===== config.mk =====
export PLATFORM = sky130hd
export DESIGN_NAME = exe_mem_stage
export DESIGN_NICKNAME = d
export VERILOG_FILES = /design/src/rtl/exe_mem_stage.sv
export SDC_FILE = /design/constraint.sdc
export NUM_CORES = 1
export LEC_CHECK = 0
export BUFFER_PORTS_ARGS = -buffer_cell sky130_fd_sc_hd__buf_2
export CORE_AREA = 5 5 153 118
export CTS_CLUSTER_SIZE = 24
export DETAILED_ROUTE_END_ITERATION = 7
export DIE_AREA = 0 0 158 123
export PLACE_DENSITY = 0.78
export SYNTH_ARGS = -nofsm -noshare
export SYNTH_HDL_FRONTEND = slang
export SYNTH_SLANG_ARGS = --single-unit

===== constraint.sdc =====
create_clock -name clk -period 1.98 [get_ports clk]
set_input_delay 0.396 -clock clk [delete_from_list [all_inputs] [get_ports clk]]
set_output_delay 0.396 -clock clk [all_outputs]
set_load 0.01 [all_outputs]

===== src/rtl/exe_mem_stage.sv =====
// rtl/exe_mem_stage.sv - miCPU execute stage with one-entry EX/MEM slot and data-memory handshake
//
// Purpose:
//   Evaluates the ALU operation on the registered ID/EX operands, resolves
//   branches at the capture edge, holds the instruction in a one-entry slot,
//   runs a req/ack transaction to data memory for loads/stores (stalling
//   upstream while it waits), and presents registered write-back outputs.
//
// Optional feature macro: EXE_OVF_TRAP_EN
//   Defined   : signed ADD/SUB overflow sets sticky ovf_out and suppresses
//               the register write of the overflowing instruction.
//   Undefined : arithmetic wraps silently, ovf_out is tied 0.
//
// Ports:
//   clk, rst_n                    clock, asynchronous active-low reset
//   valid_in                      ID/EX holds a real instruction
//   wen_in, branch_in,
//   mem_to_reg_in, mem_write_in,
//   mem_read_in                   ID/EX control bits
//   nPC_in [ISIZE]                PC+1 of the instruction
//   imm_extended_in [DSIZE]       sign-extended immediate
//   alu_in1, alu_in2 [DSIZE]      ALU operands
//   rdata2_in [DSIZE]             store data
//   opcode_in [3]                 ALU operation
//   waddr_in [ASIZE]              destination register
//   stall_out                     hold IF/ID and ID/EX (combinational)
//   branch_taken_out              one-cycle taken pulse
//   branch_target_out [ISIZE]     nPC + imm, valid with the pulse
//   dmem_req, dmem_we             memory request, 1 = store
//   dmem_addr, dmem_wdata [DSIZE] memory address, store data
//   dmem_ack, dmem_rdata [DSIZE]  request completes, load data
//   wb_valid, wb_wen              write-back strobe, register write enable
//   wb_waddr [ASIZE], wb_data [DSIZE]
//   ovf_out                       sticky overflow flag

`ifndef DSIZE
`define DSIZE 16
`endif
`ifndef ISIZE
`define ISIZE 16
`endif
`ifndef ASIZE
`define ASIZE 5
`endif

module exe_mem_stage #(
  parameter int DSIZE = `DSIZE,
  parameter int ISIZE = `ISIZE,
  parameter int ASIZE = `ASIZE
) (
  input  logic             clk,
  input  logic             rst_n,
  input  logic             valid_in,
  input  logic             wen_in,
  input  logic             branch_in,
  input  logic             mem_to_reg_in,
  input  logic             mem_write_in,
  input  logic             mem_read_in,
  input  logic [ISIZE-1:0] nPC_in,
  input  logic [DSIZE-1:0] imm_extended_in,
  input  logic [DSIZE-1:0] alu_in1,
  input  logic [DSIZE-1:0] alu_in2,
  input  logic [DSIZE-1:0] rdata2_in,
  input  logic [2:0]       opcode_in,
  input  logic [ASIZE-1:0] waddr_in,
  output logic             stall_out,
  output logic             branch_taken_out,
  output logic [ISIZE-1:0] branch_target_out,
  output logic             dmem_req,
  output logic             dmem_we,
  output logic [DSIZE-1:0] dmem_addr,
  output logic [DSIZE-1:0] dmem_wdata,
  input  logic             dmem_ack,
  input  logic [DSIZE-1:0] dmem_rdata,
  output logic             wb_valid,
  output logic             wb_wen,
  output logic [ASIZE-1:0] wb_waddr,
  output logic [DSIZE-1:0] wb_data,
  output logic             ovf_out
);

  typedef enum logic {
    IDLE = 1'b0,
    BUSY = 1'b1
  } state_t;

  state_t state_q, state_d;

  // EX/MEM slot
  logic             slot_valid_q, slot_valid_d;
  logic             slot_wen_q, slot_wen_d;
  logic             slot_mem_to_reg_q, slot_mem_to_reg_d;
  logic             slot_mem_write_q, slot_mem_write_d;
  logic [DSIZE-1:0] slot_result_q, slot_result_d;
  logic [DSIZE-1:0] slot_rdata2_q, slot_rdata2_d;
  logic [ASIZE-1:0] slot_waddr_q, slot_waddr_d;

  // Branch resolution
  logic             squash_q, squash_d;
  logic             branch_taken_q, branch_taken_d;
  logic [ISIZE-1:0] branch_target_q, branch_target_d;

  // Write-back registers
  logic             wb_valid_q, wb_valid_d;
  logic             wb_wen_q, wb_wen_d;
  logic [ASIZE-1:0] wb_waddr_q, wb_waddr_d;
  logic [DSIZE-1:0] wb_data_q, wb_data_d;

`ifdef EXE_OVF_TRAP_EN
  logic             slot_ovf_q, slot_ovf_d;
  logic             ovf_q, ovf_d;
  logic             alu_ovf;
`endif

  logic [DSIZE-1:0] alu_res;
  logic             busy;
  logic             capture;
  logic             in_valid;
  logic             in_taken;
  logic             retire;
  logic             retire_trap;

  // ALU
  always_comb begin
    alu_res = '0;
    case (opcode_in)
      3'b000: alu_res = alu_in1 + alu_in2;
      3'b001: alu_res = alu_in1 - alu_in2;
      3'b010: alu_res = alu_in1 & alu_in2;
      3'b011: alu_res = alu_in1 | alu_in2;
      3'b100: alu_res = alu_in1 ^ alu_in2;
      3'b101: alu_res = {{(DSIZE-1){1'b0}}, ($signed(alu_in1) < $signed(alu_in2))};
      3'b110: alu_res = alu_in1 << alu_in2[3:0];
      3'b111: alu_res = alu_in1 >> alu_in2[3:0];
      default: alu_res = '0;
    endcase
  end

`ifdef EXE_OVF_TRAP_EN
  // Signed overflow: operands of the effective same sign give a result of
  // the opposite sign. SUB flips the sign of the second operand.
  always_comb begin
    alu_ovf = 1'b0;
    if (opcode_in == 3'b000) begin
      alu_ovf = (alu_in1[DSIZE-1] == alu_in2[DSIZE-1]) &&
                (alu_res[DSIZE-1] != alu_in1[DSIZE-1]);
    end else if (opcode_in == 3'b001) begin
      alu_ovf = (alu_in1[DSIZE-1] != alu_in2[DSIZE-1]) &&
                (alu_res[DSIZE-1] != alu_in1[DSIZE-1]);
    end
  end
`endif

  // Handshake and stall. The slot only ever holds a valid memory
  // instruction while BUSY, so in IDLE a valid slot is an ALU/branch op.
  always_comb begin
    busy       = (state_q == BUSY);
    stall_out  = busy & ~dmem_ack;
    capture    = ~stall_out;
    in_valid   = valid_in & ~squash_q;
    in_taken   = in_valid & branch_in & (alu_res == '0);
    retire     = slot_valid_q & (busy ? dmem_ack : 1'b1);
    dmem_req   = busy;
    dmem_we    = busy & slot_mem_write_q;
    dmem_addr  = busy ? slot_result_q : '0;
    dmem_wdata = busy ? slot_rdata2_q : '0;
  end

`ifdef EXE_OVF_TRAP_EN
  assign retire_trap = slot_ovf_q;
`else
  assign retire_trap = 1'b0;
`endif

  // Next-state: FSM, slot capture, branch pulse and write-back
  always_comb begin
    state_d           = state_q;
    slot_valid_d      = slot_valid_q;
    slot_wen_d        = slot_wen_q;
    slot_mem_to_reg_d = slot_mem_to_reg_q;
    slot_mem_write_d  = slot_mem_write_q;
    slot_result_d     = slot_result_q;
    slot_rdata2_d     = slot_rdata2_q;
    slot_waddr_d      = slot_waddr_q;
    squash_d          = squash_q;
    branch_taken_d    = 1'b0;
    branch_target_d   = '0;
    wb_valid_d        = 1'b0;
    wb_wen_d          = 1'b0;
    wb_waddr_d        = wb_waddr_q;
    wb_data_d         = wb_data_q;
`ifdef EXE_OVF_TRAP_EN
    slot_ovf_d        = slot_ovf_q;
    ovf_d             = ovf_q;
`endif

    if (capture) begin
      slot_valid_d      = in_valid;
      slot_wen_d        = wen_in;
      slot_mem_to_reg_d = mem_to_reg_in;
      slot_mem_write_d  = mem_write_in;
      slot_result_d     = alu_res;
      slot_rdata2_d     = rdata2_in;
      slot_waddr_d      = waddr_in;
      branch_taken_d    = in_taken;
      branch_target_d   = in_taken ? (nPC_in + imm_extended_in[ISIZE-1:0]) : '0;
      // Squash persists until the next capture so a stall cannot let the
      // wrong-path instruction slip through.
      squash_d          = in_taken;
      state_d           = (in_valid & (mem_read_in | mem_write_in)) ? BUSY : IDLE;
`ifdef EXE_OVF_TRAP_EN
      slot_ovf_d        = in_valid & alu_ovf;
`endif
    end

    if (retire) begin
      wb_valid_d = 1'b1;
      wb_wen_d   = slot_wen_q & ~slot_mem_write_q & ~retire_trap;
      wb_waddr_d = slot_waddr_q;
      wb_data_d  = (slot_mem_to_reg_q & ~slot_mem_write_q) ? dmem_rdata : slot_result_q;
`ifdef EXE_OVF_TRAP_EN
      ovf_d      = ovf_q | slot_ovf_q;
`endif
    end
  end

  always_ff @(posedge clk or negedge rst_n) begin
    if (!rst_n) begin
      state_q           <= IDLE;
      slot_valid_q      <= 1'b0;
      slot_wen_q        <= 1'b0;
      slot_mem_to_reg_q <= 1'b0;
      slot_mem_write_q  <= 1'b0;
      slot_result_q     <= '0;
      slot_rdata2_q     <= '0;
      slot_waddr_q      <= '0;
      squash_q          <= 1'b0;
      branch_taken_q    <= 1'b0;
      branch_target_q   <= '0;
      wb_valid_q        <= 1'b0;
      wb_wen_q          <= 1'b0;
      wb_waddr_q        <= '0;
      wb_data_q         <= '0;
`ifdef EXE_OVF_TRAP_EN
      slot_ovf_q        <= 1'b0;
      ovf_q             <= 1'b0;
`endif
    end else begin
      state_q           <= state_d;
      slot_valid_q      <= slot_valid_d;
      slot_wen_q        <= slot_wen_d;
      slot_mem_to_reg_q <= slot_mem_to_reg_d;
      slot_mem_write_q  <= slot_mem_write_d;
      slot_result_q     <= slot_result_d;
      slot_rdata2_q     <= slot_rdata2_d;
      slot_waddr_q      <= slot_waddr_d;
      squash_q          <= squash_d;
      branch_taken_q    <= branch_taken_d;
      branch_target_q   <= branch_target_d;
      wb_valid_q        <= wb_valid_d;
      wb_wen_q          <= wb_wen_d;
      wb_waddr_q        <= wb_waddr_d;
      wb_data_q         <= wb_data_d;
`ifdef EXE_OVF_TRAP_EN
      slot_ovf_q        <= slot_ovf_d;
      ovf_q             <= ovf_d;
`endif
    end
  end

  assign branch_taken_out  = branch_taken_q;
  assign branch_target_out = branch_target_q;
  assign wb_valid          = wb_valid_q;
  assign wb_wen            = wb_wen_q;
  assign wb_waddr          = wb_waddr_q;
  assign wb_data           = wb_data_q;

`ifdef EXE_OVF_TRAP_EN
  assign ovf_out = ovf_q;
`else
  assign ovf_out = 1'b0;
`endif

endmodule


==> flow_summary.yaml, run 1 <==
outcome:
  outcome: "finished, violations left"
  violations: "setup timing"
routing:
  maxUsedRoutingLayer: "met5"
  wl_per_cell_um: 22.7
  wl_met1_um: 14500
  dr_wl_met3_um: 4330
  drtIter0Drc: 1246
  vias: 10200
  ant_nets: 0
  routed_wl_um: 37400
  wl_met2_um: 17200
  vias_per_cell: 6.19
  drt_pass1_iterations: 8
  drt_drc_violations_left: 0
place:
  portBuffers: 187
  dp_hpwl_um: 25900
  gp_congestion: 1.02
worst_setup_path:
  endpoint_kind: "flop"
  reg2reg_setup_slack_ns: -0.21
  critical_path_arrival_ns: 3.40
  worstPathRequired_ns: 2.23
  worstSetupPathType: "in -> reg"
  timing.rr.start: "squash_q$_DFFE_PN0N_"
  cp-start-kind: "input port"
  cp-startpoint: "alu_in1[7]"
  cp_max_fo: 7
  timing.rr.end: "branch_target_out[15]$_DFF_PN0_"
  r2r_cells: 6
sta:
  fin_skew_ns: 0.00807
  slew_viol_final: 0
  slew_headroom_pct: 54.5
  rsz0062_at_grt: "true"
  hold_ws_ns: 0.0162
  setup_slack_ns: -1.17
  setup_viol: 33
  fmax_mhz: 317
  hold_violations: 0
  tightest_slew_ns: 0.678
  finalCritPeriodShare_pct: 159
  finalCriticalPeriod_ns: 3.15
global_routing:
  grt_start_max_net_pins: 48
  grt_pass1_wl_um: 54100
  globalRouteTotalUtil_pct: 35.7
  grt_pass1_vias: 9896
  grt-ovfl-total: 0
  antenna_found_initial: 4
yosys:
  yosys.area.top_type: "dfrtp_1"
  async_flop_share_pct: 100
  synth_top_area_share_pct: 25.4
  syn-cell-area_um2: 8180
  ys_top_cells_by_area: "dfrtp_1 25%, ha_1 9.8%, nand2_1 6.5%"
  ys_seq_area_share_pct: 25.4
  syn_area_per_cell_um2: 8.30
  ys.flop_type: "dfrtp_1"
  synthCells: 986
  yosysMostFrequentCell: "nand2_1"
  ys_top_cells_by_count: "141 x nand2_1, 83 x dfrtp_1, 64 x ha_1, 64 x nor2_1, 52 x o21ai_0"
  synth_edf_count: 0
  yosys_warnings: 0
  synth-seq-cells: 83
  syn_nets: 1166
  yosysUniqueCellTypes: 83
power:
  ir_drop_mv: 0.472
  power.density_nw_per_um2: 573
  p_sw_mw: 2.84
  finalPower_mw: 7.59
  p_comb_share_pct: 49.2
  clkPwrFrac_pct: 23.2
  p_seq_share_pct: 27.6
  p_leak_nw: 6.47
  internal_power_mw: 4.75
  switching_share_pct: 37.4
die:
  core-area_um2: 16500
  die_x_um: 158
  start_util_pct: 49.7
  fp.dieArea_um2: 19400
  die_h_um: 123
  ios: 189
  core.rowCount: 41
clock_network:
  ctsHoldBuffers: 0
  clock-sinks: 83
  cts_htree_levels: 3
  cts_made_buffers: 9
  clkTransAtPathRegs_ns: 0.07
  cts_tree: "done"
  clock_path_buffers: 2
  clockRootBuffer: "clkbuf_16"
  insertion_delay_ns: 0.34
finish:
  fin_util_pct: 80.4
  nets: 1609
  num_antenna_cells: 0
  syn_to_final_growth_pct: 61.9
  drive_gt1_share_pct: 49.4
job:
  drv_cap: 0
worst_hold_path:
  hold_class: "in -> async"
[cells in the final DEF, fill, tap and decap left out, types with 29 or more instances in the layout]
| master | Yosys | routed |
|---|---|---|
| dfrtp_1 | 83 | 83 |
| ha_1 | 64 | 43 |
| mux2i_1 | 48 | 43 |
| nor2_1 | 64 | 59 |
| buf_4 | 1 | 268 |
| buf_6 | 3 | 29 |
| and2_1 | 37 | 37 |
| buf_2 | 14 | 171 |
| a21oi_1 | 48 | 37 |
| o21ai_0 | 52 | 45 |
| nand2_1 | 141 | 137 |
| inv_1 | 48 | 34 |
[what timing repair did]
item                                    in CTS  in global routing
endpoints found under the setup margin      35                 35
cloned                                       4                  0
pin swaps                                   27                 40
endpoints found under the hold margin        0                  0
buffers inserted                            21                 18
gates resized for setup                    158                 98
[critical path: stages]
cell       delay, ns
buf_4           0.13
inv_1           0.05
ha_1            0.31
o21a_1          0.16
o21a_1          0.22
a2bb2oi_2       0.16
xnor2_1         0.18
a2111oi_2       0.54
o31ai_2         0.19
a2111oi_4       0.29
buf_4           0.17
nand4_4         0.19
buf_12          0.22
nor3_4          0.18
[worst max path at each step]
stage / endpoint / slack, ns
after CTS: branch_target_out[2]$_DFF_PN0_ / -1.03
final: branch_target_out[15]$_DFF_PN0_ / -1.17
after global routing: branch_target_out[3]$_DFF_PN0_ / -1.31
after global placement: branch_target_out[5]$_DFF_PN0_ / -1.55
after detailed placement: branch_target_out[5]$_DFF_PN0_ / -1.67
after floorplan: branch_target_out[0]$_DFF_PN0_ / -1.0
[power groups by stage]
stage	clock, mW	sequential [mW]	combinational (mW)
after CTS	1.74	2.08	3.39
final	1.76	2.09	3.73
after floorplan	0	2.14	1.54
after detailed placement	0	2.11	3.01
after global placement	0	2.09	2.94
after global routing	1.83	2.12	3.94
[registers in the layout, indices dropped and copies added (netlist names)]
signal / count
branch_target_out: 16
slot_rdata2_q: 16
slot_result_q: 16
wb_data: 16
slot_waddr_q: 5
wb_waddr: 5
branch_taken_out: 1
dmem_req: 1
slot_mem_to_reg_q: 1
slot_mem_write_q: 1
slot_valid_q: 1
slot_wen_q: 1
squash_q: 1
wb_valid: 1
wb_wen: 1
[per-layer routing]
| layer | vias up | GRT usage, % |
|---|---|---|
| met5 | - | 0 |
| met2 | 699 | 55.4 |
| met3 | 136 | 11.7 |
| met1 | 4927 | 47.7 |
| li1 | 4433 | - |
| met4 | 6 | 10.4 |
[kinds of logic after synthesis]
group | after synthesis | share of synthesized area (%)
AOI/OAI and AO/OA | 231 | 19.2
xor gates and xnor gates | 17 | 1.82
adders and majority gates | 67 | 10.5
buffers and inverters | 114 | 5.90
DFF | 83 | 25.4
muxes | 85 | 13.1
other | 1 | 0.0458
and+or+nand+nor | 388 | 24.1
[per-stage QoR]
step / std cells / setup TNS [ns] / worst slack [ns] / cell area, um^2
after floorplan: 986 / -21.54 / -0.996 / 8450
final: 1649 / -26.91 / -1.17 / 13200
after global routing: 1649 / -29.50 / -1.31 / 13200
after detailed placement: 1599 / -42.96 / -1.67 / 11500
after CTS: 1639 / -22.96 / -1.03 / 12800
after global placement: 1599 / -40.10 / -1.55 / 11500
[cell type report]
class	instances	area, um^2
Tap cell	215	269
Inverter	51	260
Sequential cell	83	2080
Clock inverter	6	70.1
Timing Repair Buffer	495	3710
Clock buffer	10	239
Multi-Input combinational cell	789	6610
Fill cell	1010	3220
Power figures use the tool's default switching activity.
==> inputs of run 2 (changes only) <==
--- a/config.mk
+++ b/config.mk
@@ -6,11 +6,11 @@
 export NUM_CORES = 1
 export LEC_CHECK = 0
 export BUFFER_PORTS_ARGS = -buffer_cell sky130_fd_sc_hd__buf_2
-export CORE_AREA = 5 5 153 118
+export CORE_AREA = 5 5 162 125
 export CTS_CLUSTER_SIZE = 24
 export DETAILED_ROUTE_END_ITERATION = 7
-export DIE_AREA = 0 0 158 123
-export PLACE_DENSITY = 0.78
+export DIE_AREA = 0 0 167 130
+export PLACE_DENSITY = 0.71
 export SYNTH_ARGS = -nofsm -noshare
 export SYNTH_HDL_FRONTEND = slang
 export SYNTH_SLANG_ARGS = --single-unit
==> run 2 against run 1 <==
Non-clock buffer count is 20 higher. First-iteration DRC count down 25%. Largest power group unchanged. Global-route usage is 6.2 points lower. Clock skew hardly changed. The flow still finishes with violations (setup timing). Final area increased by 2.5%. Power fell by 1.9%.
==> flow_summary.yaml, run 2 (synthesized netlist as in run 1, its figures left out) <==
sta:
  finalCritPeriodShare_pct: 153
  rsz0062_at_grt: "true"
  finalCriticalPeriod_ns: 3.02
  setup_slack_ns: -1.04
  hold_violations: 0
  tightest_slew_ns: 0.701
  slew_headroom_pct: 53.1
  setup_viol: 33
  fin_setup_tns_ns: -22.46
  slew_viol_final: 0
  fmax_mhz: 331
  hold_ws_ns: 0.257
  fin_skew_ns: 0.00772
worst_setup_path:
  worst_path_max_delay_cell: "mux4_2"
  cp_max_fo: 11
  worstSetupPathType: "in -> reg"
  cp-start-kind: "input port"
  critical_path_arrival_ns: 3.27
  cp_top_family: "simple AND/OR/NAND/NOR gates"
  slowest_delay_ns: 0.55
  path_buf_inv: 5
  crit_chain: "buf_12 -> buf_12 -> mux4_2 -> mux2i_1 -> buf_4 -> nor2_1 -> o41ai_2 -> buf_4 -> nand3_2 -> nor4_4 -> nand4_4 -> buf_6 -> nor3_2"
  endpoint_kind: "flop"
  worstPathRequired_ns: 2.22
die:
  core-area_um2: 18300
  core.rowCount: 43
  ios: 189
  die_x_um: 167
  start_util_pct: 44.6
  fp.dieArea_um2: 21700
  die_h_um: 130
finish:
  nets: 1629
  num_antenna_cells: 0
  final_area_um2: 13600
  drive_gt1_share_pct: 51.6
  fill_cells: 1292
  final_common_cell: "buf_4"
  fin_util_pct: 74.0
  syn_to_final_growth_pct: 66.0
  final_cell_mix: "278 x buf_4, 170 x buf_2, 139 x nand2_1"
routing:
  vias: 9738
  vias_per_cell: 5.72
  ant_nets: 0
  wl_per_cell_um: 20.2
  drt_pass1_iterations: 6
  drt_drc_violations_left: 0
  drtIter0Drc: 934
  routed_wl_um: 34300
global_routing:
  globalRouteTotalUtil_pct: 29.5
  grt_start_max_net_pins: 48
  grt_pass1_vias: 9463
  grt-ovfl-total: 0
  antenna_found_initial: 0
  grt_pass1_wl_um: 51300
outcome:
  outcome: "finished, violations left"
  violations: "setup timing"
worst_hold_path:
  hold_class: "in -> reg"
clock_network:
  insertion_delay_ns: 0.34
  clock_path_buffers: 2
  cts_htree_levels: 3
  clockRootBuffer: "clkbuf_16"
  clock-sinks: 83
  cts_tree: "done"
  cts_made_buffers: 9
  clkTransAtPathRegs_ns: 0.07
power:
  clkPwrFrac_pct: 21.4
  switching_share_pct: 37.2
  ir_drop_mv: 0.447
  p_leak_nw: 6.59
  power.density_nw_per_um2: 548
  p_comb_share_pct: 50.6
  p_seq_share_pct: 27.9
  p_sw_mw: 2.77
  internal_power_mw: 4.67
place:
  pre_cts_ws_ns: -1.69
  gp_congestion: 1.01
  place_area_um2: 11500
  dp_hpwl_um: 25700
  portBuffers: 187
job:
  drv_cap: 0
-- run 2: final timing paths --
kind	from	endpoint	slack (ns)	cells past startpoint
setup / recovery	alu_in2[0]	branch_target_out[0]$_DFF_PN0_	-1.04	13
setup reg to reg	squash_q$_DFFE_PN0N_	branch_target_out[0]$_DFF_PN0_	-0.20	6
hold reg to reg	slot_rdata2_q[15]$_DFFE_PN0N_	slot_rdata2_q[15]$_DFFE_PN0N_	0.46	2
min in group asynchronous	rst_n	slot_rdata2_q[8]$_DFFE_PN0N_	0.50	2
hold / removal	rdata2_in[11]	slot_rdata2_q[11]$_DFFE_PN0N_	0.26	3
max in group asynchronous	rst_n	slot_rdata2_q[3]$_DFFE_PN0N_	0.92	3
-- run 2: final cells by class --
cell class	count	area, um^2	area share [%]
Multi-Input combinational cell	789	6740	49.6
Tap cell	247	309	2.28
Clock inverter	7	58.8	0.433
Clock buffer	9	225	1.66
Sequential cell	83	2080	15.3
Timing Repair Buffer	515	3920	28.9
Inverter	51	248	1.82
-- run 2: metrics by stage --
step,power [mW],std cells
floorplan,3.68,986
global placement,5.07,1639
detailed placement,5.13,1639
CTS,7.13,1685
global route,7.81,1701
finish,7.44,1701
-- run 2: metal layers --
layer | vias up | global-route usage, % | part of all wire (%)
li1 | 4465 | - | -
met1 | 4702 | 41.2 | 42
met2 | 506 | 46.1 | 45
met3 | 65 | 7.93 | 10
met4 | 0 | 6.93 | 1.9
met5 | - | 0 | 0
-- run 2: power groups by stage --
stage / clock network [mW] / logic (mW) / registers (mW)
floorplan: 0 / 1.54 / 2.14
global placement: 0 / 2.98 / 2.09
detailed placement: 0 / 3.02 / 2.11
CTS: 1.61 / 3.44 / 2.08
global route: 1.69 / 4.01 / 2.11
finish: 1.60 / 3.77 / 2.08
-- run 2: repair_timing --
action / 4_1_cts / 5_1_grt
resized for setup: 181 / 119
setup endpoints to repair: 35 / 35
pin swaps: 59 / 62
endpoints found under the hold margin: 22 / 0
cloned: 3 / 2
setup buffers: 32 / 18
hold buffers: 1 / 0
-- run 2: worst register-to-register path: cells and delay by family, from the launching register on --
kind	cells	cell delay, ns
and+or+nand+nor	5	1.45
DFF	1	0.41
buffers and inverters	1	0.23
